`config.mk`:
```
export PLATFORM = sky130hd
export DESIGN_NAME = lsu_initiator
export DESIGN_NICKNAME = d
export VERILOG_FILES = /design/src/rtl/lsu_pkg.sv /design/src/rtl/lsu_initiator_stall_watchdog.sv /design/src/rtl/lsu_initiator.sv
export SDC_FILE = /design/constraint.sdc
export NUM_CORES = 1
export LEC_CHECK = 0
export CAP_MARGIN = 20
export CELL_PAD_IN_SITES_DETAIL_PLACEMENT = 2
export CELL_PAD_IN_SITES_GLOBAL_PLACEMENT = 2
export CORE_ASPECT_RATIO = 0.7
export CORE_MARGIN = 1.5
export CORE_UTILIZATION = 22
export CTS_CLUSTER_SIZE = 10
export DETAILED_ROUTE_END_ITERATION = 8
export HOLD_SLACK_MARGIN = 0.05
export PLACE_DENSITY = 0.75
export SYNTH_ARGS = -nofsm -noshare
export SYNTH_HDL_FRONTEND = slang
export SYNTH_HIERARCHICAL = 1
export SYNTH_SLANG_ARGS = --single-unit
```
`constraint.sdc`:
```
create_clock -name clk -period 1.94 [get_ports clk]
set_input_delay 0.194 -clock clk [delete_from_list [all_inputs] [get_ports clk]]
set_output_delay 0.194 -clock clk [all_outputs]
set_load 0.02 [all_outputs]
```
`src/rtl/lsu_pkg.sv`:
```
// rtl/lsu_pkg.sv - size encodings, FSM states and bus park values for lsu_initiator
package lsu_pkg;

    localparam logic [2:0] SZ_BYTE = 3'b001;
    localparam logic [2:0] SZ_HALF = 3'b011;
    localparam logic [2:0] SZ_WORD = 3'b111;

    localparam int SM_SIGN_BIT = 3;
    localparam int SM_SIZE_HI  = 2;
    localparam int SM_SIZE_LO  = 0;

    localparam logic [31:0] PARK_ADDR      = 32'h0000_0000;
    localparam logic [31:0] PARK_WDATA     = 32'h0000_0000;
    localparam logic [3:0]  PARK_SIGN_MASK = 4'b0000;

    typedef enum logic [1:0] {
        ST_IDLE  = 2'd0,
        ST_ISSUE = 2'd1,
        ST_WAIT  = 2'd2,
        ST_RESP  = 2'd3
    } lsu_state_e;

    function automatic logic size_legal(input logic [2:0] sz);
        return (sz == SZ_BYTE) || (sz == SZ_HALF) || (sz == SZ_WORD);
    endfunction

    function automatic logic addr_misaligned(input logic [2:0] sz, input logic [1:0] a);
        return ((sz == SZ_HALF) && a[0]) || ((sz == SZ_WORD) && (a != 2'b00));
    endfunction

endpackage

```
`src/rtl/lsu_initiator_stall_watchdog.sv`:
```
// rtl/lsu_initiator_stall_watchdog.sv - per-state cycle counter that flags a hung stall handshake
module stall_watchdog #(
    parameter int STALL_TIMEOUT = 15
) (
    input  logic clk,
    input  logic reset,
    input  logic clear,
    input  logic enable,
    output logic expired
);
    import lsu_pkg::*;

    localparam int W = $clog2(STALL_TIMEOUT + 1);
    localparam logic [W-1:0] LIMIT = W'(STALL_TIMEOUT);

    logic [W-1:0] cnt_q, cnt_d;
    logic         expired_q, expired_d;

    // The flag is registered so the FSM never sees a combinational path from the counter.
    always_comb begin
        cnt_d     = cnt_q;
        expired_d = expired_q;
        if (clear) begin
            cnt_d     = '0;
            expired_d = 1'b0;
        end else if (enable) begin
            expired_d = (cnt_q == LIMIT);
            if (cnt_q != LIMIT) begin
                cnt_d = cnt_q + 1'b1;
            end
        end
    end

    always_ff @(posedge clk) begin
        if (reset) begin
            cnt_q     <= '0;
            expired_q <= 1'b0;
        end else begin
            cnt_q     <= cnt_d;
            expired_q <= expired_d;
        end
    end

    assign expired = expired_q;

endmodule

```
`src/rtl/lsu_initiator.sv`:
```
// rtl/lsu_initiator.sv - MEM-stage request to data-memory stall handshake initiator
// Optional alignment rejection is built when LSU_MISALIGN_CHECK_EN is defined.
module lsu_initiator
    import lsu_pkg::*;
#(
    parameter int STALL_TIMEOUT = 15
) (
    input  logic        clk,
    input  logic        reset,
    input  logic        req_valid,
    output logic        req_ready,
    input  logic        req_write,
    input  logic [31:0] req_addr,
    input  logic [31:0] req_wdata,
    input  logic [3:0]  req_sign_mask,
    output logic        resp_valid,
    output logic [31:0] resp_rdata,
    output logic        resp_err,
    output logic [31:0] addr,
    output logic [31:0] write_data,
    output logic        memread,
    output logic        memwrite,
    output logic [3:0]  sign_mask,
    input  logic [31:0] read_data,
    input  logic        clk_stall
);

    lsu_state_e state_q, state_d;

    logic [31:0] addr_q, addr_d;
    logic [31:0] wdata_q, wdata_d;
    logic [3:0]  sm_q, sm_d;
    logic        rd_q, rd_d;
    logic        wr_q, wr_d;
    logic        pend_q, pend_d;
    logic        resp_valid_q, resp_valid_d;
    logic        resp_err_q, resp_err_d;
    logic [31:0] rdata_q, rdata_d;

    logic        req_bad;
    logic        wd_expired;
    logic        wd_clear;
    logic        wd_enable;

    always_comb begin
        req_bad = !size_legal(req_sign_mask[SM_SIZE_HI:SM_SIZE_LO]);
`ifdef LSU_MISALIGN_CHECK_EN
        if (addr_misaligned(req_sign_mask[SM_SIZE_HI:SM_SIZE_LO], req_addr[1:0])) begin
            req_bad = 1'b1;
        end
`endif
    end

    assign wd_clear  = (state_d != state_q);
    assign wd_enable = (state_q == ST_ISSUE) || (state_q == ST_WAIT);

    stall_watchdog #(
        .STALL_TIMEOUT(STALL_TIMEOUT)
    ) u_watchdog (
        .clk     (clk),
        .reset   (reset),
        .clear   (wd_clear),
        .enable  (wd_enable),
        .expired (wd_expired)
    );

    always_ff @(posedge clk) begin
        if (reset) begin
            state_q <= ST_IDLE;
        end else begin
            state_q <= state_d;
        end
    end

    always_comb begin
        state_d = state_q;
        case (state_q)
            ST_IDLE: begin
                if (req_valid) begin
                    state_d = req_bad ? ST_RESP : ST_ISSUE;
                end
            end
            ST_ISSUE: begin
                if (wd_expired) begin
                    state_d = ST_RESP;
                end else if (clk_stall) begin
                    state_d = ST_WAIT;
                end
            end
            ST_WAIT: begin
                if (wd_expired || !clk_stall) begin
                    state_d = ST_RESP;
                end
            end
            ST_RESP: begin
                // A rejected request spends one extra RESP cycle before its error pulse.
                state_d = pend_q ? ST_RESP : ST_IDLE;
            end
            default: state_d = ST_IDLE;
        endcase
    end

    always_comb begin
        addr_d       = addr_q;
        wdata_d      = wdata_q;
        sm_d         = sm_q;
        rd_d         = rd_q;
        wr_d         = wr_q;
        pend_d       = pend_q;
        resp_valid_d = 1'b0;
        resp_err_d   = 1'b0;
        rdata_d      = rdata_q;
        case (state_q)
            ST_IDLE: begin
                if (req_valid) begin
                    if (req_bad) begin
                        pend_d = 1'b1;
                    end else begin
                        addr_d  = req_addr;
                        wdata_d = req_wdata;
                        sm_d    = req_sign_mask;
                        rd_d    = !req_write;
                        wr_d    = req_write;
                    end
                end
            end
            ST_ISSUE, ST_WAIT: begin
                if (state_d == ST_RESP) begin
                    addr_d       = PARK_ADDR;
                    wdata_d      = PARK_WDATA;
                    sm_d         = PARK_SIGN_MASK;
                    rd_d         = 1'b0;
                    wr_d         = 1'b0;
                    resp_valid_d = 1'b1;
                    resp_err_d   = wd_expired;
                    rdata_d      = ((state_q == ST_WAIT) && !wd_expired && rd_q) ? read_data : 32'h0;
                end
            end
            ST_RESP: begin
                if (pend_q) begin
                    pend_d       = 1'b0;
                    resp_valid_d = 1'b1;
                    resp_err_d   = 1'b1;
                    rdata_d      = 32'h0;
                end
            end
            default: begin
                pend_d = 1'b0;
            end
        endcase
    end

    always_ff @(posedge clk) begin
        if (reset) begin
            addr_q       <= PARK_ADDR;
            wdata_q      <= PARK_WDATA;
            sm_q         <= PARK_SIGN_MASK;
            rd_q         <= 1'b0;
            wr_q         <= 1'b0;
            pend_q       <= 1'b0;
            resp_valid_q <= 1'b0;
            resp_err_q   <= 1'b0;
            rdata_q      <= 32'h0;
        end else begin
            addr_q       <= addr_d;
            wdata_q      <= wdata_d;
            sm_q         <= sm_d;
            rd_q         <= rd_d;
            wr_q         <= wr_d;
            pend_q       <= pend_d;
            resp_valid_q <= resp_valid_d;
            resp_err_q   <= resp_err_d;
            rdata_q      <= rdata_d;
        end
    end

    assign req_ready  = (state_q == ST_IDLE);
    assign resp_valid = resp_valid_q;
    assign resp_err   = resp_err_q;
    assign resp_rdata = rdata_q;
    assign addr       = addr_q;
    assign write_data = wdata_q;
    assign sign_mask  = sm_q;
    assign memread    = rd_q;
    assign memwrite   = wr_q;

endmodule
```
==> summary.txt <==
Power and ir drop
  – Maximum vdd drop: ~0.38 mV
  – Pwr dens: 1010 nW/um^2
  – Overall power: slightly below 8 mW
  – Static Leakage: 2.78 nW

Final layout
  – Final Net Count: between 700 and 800
  – Area Overhead vs Synth: 70.2%
  – ANT cells: 0
  – Final Core Density: 38.0%
  – Share of cells above drive strength 1: 25.8%
  – Non-Filler Instances: 901
  – Design area: approximately 8000 sq um

GRT
  – Total global-route track usage: between 15 and 20%
  – Initial antenna violation count: 0
  – Vias in the first global route: 4421
  – Largest net degree at the start of global routing: 58
  – First-pass GRT wire length: around 25000 microns
  – GRT Residual Overflow: 0

Routing
  – DRC viols: 0
  – Post-DRT Antenna Nets: 0
  – First-pass iteration count of the detailed router: 4
  – Via count: between 4000 and 5000
  – Initial DRC count: 119
  – Final wirelength: 17400 microns
  – Post-DR wirelength/cell: about 19 microns
  – Via density: about 4.5

Floorplanning
  – Die W: roughly 180 microns
  – Core area: 20600 sq um
  – Rows: 44
  – Die H: ~120 microns
  – Initial Util: between 20% and 30%
  – Die area: 21800 sq um
  – Io pins: 210

Setup path
  – Slowest-stage cell, CP: dfxtp_4
  – Critical path launch point type: register
  – Critical path fanouts, max: 5
  – Critical path, cell by cell: buf_4 > ha_4 > o21ai_2 > o211ai_4 > nor2_4 > a211o_1 > o311ai_4 > a2111oi_1
  – Reg2reg start: state_q[1]$_SDFF_PP0_
  – Critical Path Start: state_q[1]$_SDFF_PP0_
  – Crit path kind: register to register
  – Critical Path RT: roughly 2200 ps
  – Reg-to-reg setup timing slack: -30 ps
  – CP Capture Type: register
  – Slowest Stage Delay on Critical Path: between 300 and 400 ps
  – Worst Path Arrival: about 2200 ps

Yosys
  – FFs w/ async S/R, synth: 0%
  – Post-Syn Area per Cell: between 10 and 15 sq um
  – Sequential area share after synthesis: about half
  – Cell Area, Synth: 4600 sq um
  – Syn Nets: about 510
  – Primary FF master, synth: dfxtp_1
  – Yosys warning total: 6
  – Synth cell types: 49
  – Yosys reg bits: about 110
  – Number of synthesized flops with an enable pin: 0
  – Mapped Cells: 398

Place
  – Placed Cells: 871
  – I/O Buffers: around 210
  – Detailed placement HPWL: about 12000 microns
  – Dpl cell area: around 7100 sq um
  – Routability congestion estimate: about 0.77

Clock network
  – TritonCTS clock tree: built
  – CTS Root Cell: clkbuf_16
  – Clock slew at reported path FFs: 70 ps
  – Max clock buf depth: 2
  – CTS buffer count: 9
  – H-tree levels: 3
  – TritonCTS sink count: between 100 and 150
  – Worst-Skew Late Latency: between 300 and 400 ps
  – Cts hold-fix bufs: 0

STA
  – Fin. Hold Viols: 0
  – Setup ws final: -34.2 ps
  – Fmax: ~0.51 GHz
  – Final setup viols: 25
  – Hold slack: approximately 100 ps
  – Worst slew margin: around 74%
  – Min Tclk post-route: roughly 2000 ps
  – Max Slew Vio Count: 0
  – RSZ-0062 raised after global routing: yes
  – Worst Skew: 12.1 ps
  – Tcrit/Tclk final: 102%
  – Slew @ Worst Pin: roughly 390 ps

Run status
  – Failing checks: setup timing
  – Status: finished with violations

Hold path
  – Hold path start: reset
  – Min-delay worst type: input pin to register

Job
  – Max Cap Viol: 0
-- registers in the layout (all words and copies together) (netlist names) --
register	count
state_q	2
memread	1
write_data	32
memwrite	1
addr	32
sign_mask	4
resp_rdata	32
resp_valid	1
u_watchdog/cnt_q	4
pend_q	1
resp_err	1
u_watchdog/expired	1
-- cell usage after synthesis, types with 2 or more instances --
cell | n | area [sq um]
buf_2 | 16 | 80.1
inv_1 | 7 | 26.3
a22o_1 | 32 | 280
buf_6 | 12 | 135
o211ai_1 | 2 | 15.0
dfxtp_1 | 112 | 2240
a31o_1 | 41 | 359
nor2b_1 | 2 | 12.5
nand2_1 | 7 | 26.3
a31o_2 | 28 | 245
o21ai_0 | 2 | 10.0
buf_1 | 5 | 18.8
nand3_1 | 4 | 20.0
nor2_1 | 8 | 30.0
ha_1 | 5 | 62.6
nor3_1 | 2 | 10.0
o21ai_1 | 4 | 20.0
nor3b_1 | 29 | 218
a21boi_0 | 2 | 15.0
clkbuf_1 | 7 | 26.3
a21oi_1 | 5 | 25.0
nor3b_2 | 39 | 488
-- routing by layer --
metal	track usage (%)	vias up	routed length [microns]
li1	-	1939	-
met4	3.58	0	178
met2	26.2	115	8450
met1	18.3	2017	7710
met3	4.85	12	1050
met5	0	-	0
-- kinds of logic (layout without fill, tap and decap cells) --
group                    after synthesis  after routing  share of synthesized area (%)
buffers and inverters                 48            275                           6.39
AND/OR/NAND/NOR                      104            104                           19.8
flip-flops                           112            112                           48.7
XOR/XNOR                               1              1                          0.190
AO/OA/AOI/OAI                        128            128                           23.5
adder cells (fa/ha/maj)                5              5                           1.36
-- worst max-delay path, delay by kind of cell (launching register included) --
family / cells / cell delay [ps]
flops: 1 / 370
simple gates: 1 / 140
compound gates: 5 / 1050
buf+inv: 1 / 140
fa+ha+maj: 1 / 170
-- timing repair --
item / CTS / global route
gates cloned: 0 / 5
setup endpoints to repair: 107 / 106
pin swaps: 9 / 40
resized for setup: 27 / 23
buffers inserted: 5 / 6
-- through the flow --
| step | setup TNS [ps] | setup WS, ps |
|---|---|---|
| global placement | -7330 | -98.4 |
| detailed placement | -13920 | -248 |
| global route | -5020 | -141 |
| finish | -368 | -34.2 |
| floorplan | 0 | 32.4 |
| CTS | -333 | -82.9 |
-- cell type report --
cell class | instances | area [sq um]
Clock inverter | 5 | 46.3
Inverter | 7 | 33.8
Multi-Input combinational cell | 238 | 2280
Clock buffer | 10 | 239
Tap cell | 276 | 345
Fill cell | 2117 | 12800
Timing Repair Buffer | 253 | 2650
Sequential cell | 112 | 2250
-- layout by cell type, fill, tap and decap left out, types with 5 or more instances in the layout --
cell type,instances
a31o_2,28
dfxtp_1,110
buf_6,5
nor3b_2,43
nand2_1,6
inv_6,5
nor2_1,6
a31o_1,41
nor3b_1,25
clkdlybuf4s50_1,207
buf_12,11
a22o_1,32
buf_4,25
clkbuf_16,13
-- final timing paths --
path,endpoint,depth (start not counted)
setup / recovery,u_watchdog/cnt_q[2]$_SDFFE_PP0P_,8
hold / removal,state_q[1]$_SDFF_PP0_,2
setup reg to reg,u_watchdog/cnt_q[2]$_SDFFE_PP0P_,8
hold reg to reg,memwrite$_SDFFE_PP0P_,1
-- report_power, final --
part           switching [mW]  total (mW)  internal [mW]
registers               0.165        2.68           2.51
clock network           0.933        1.86          0.931
logic                    1.71        3.40           1.69
total                    2.81        7.94           5.13
(Power assumes the default switching activity.)
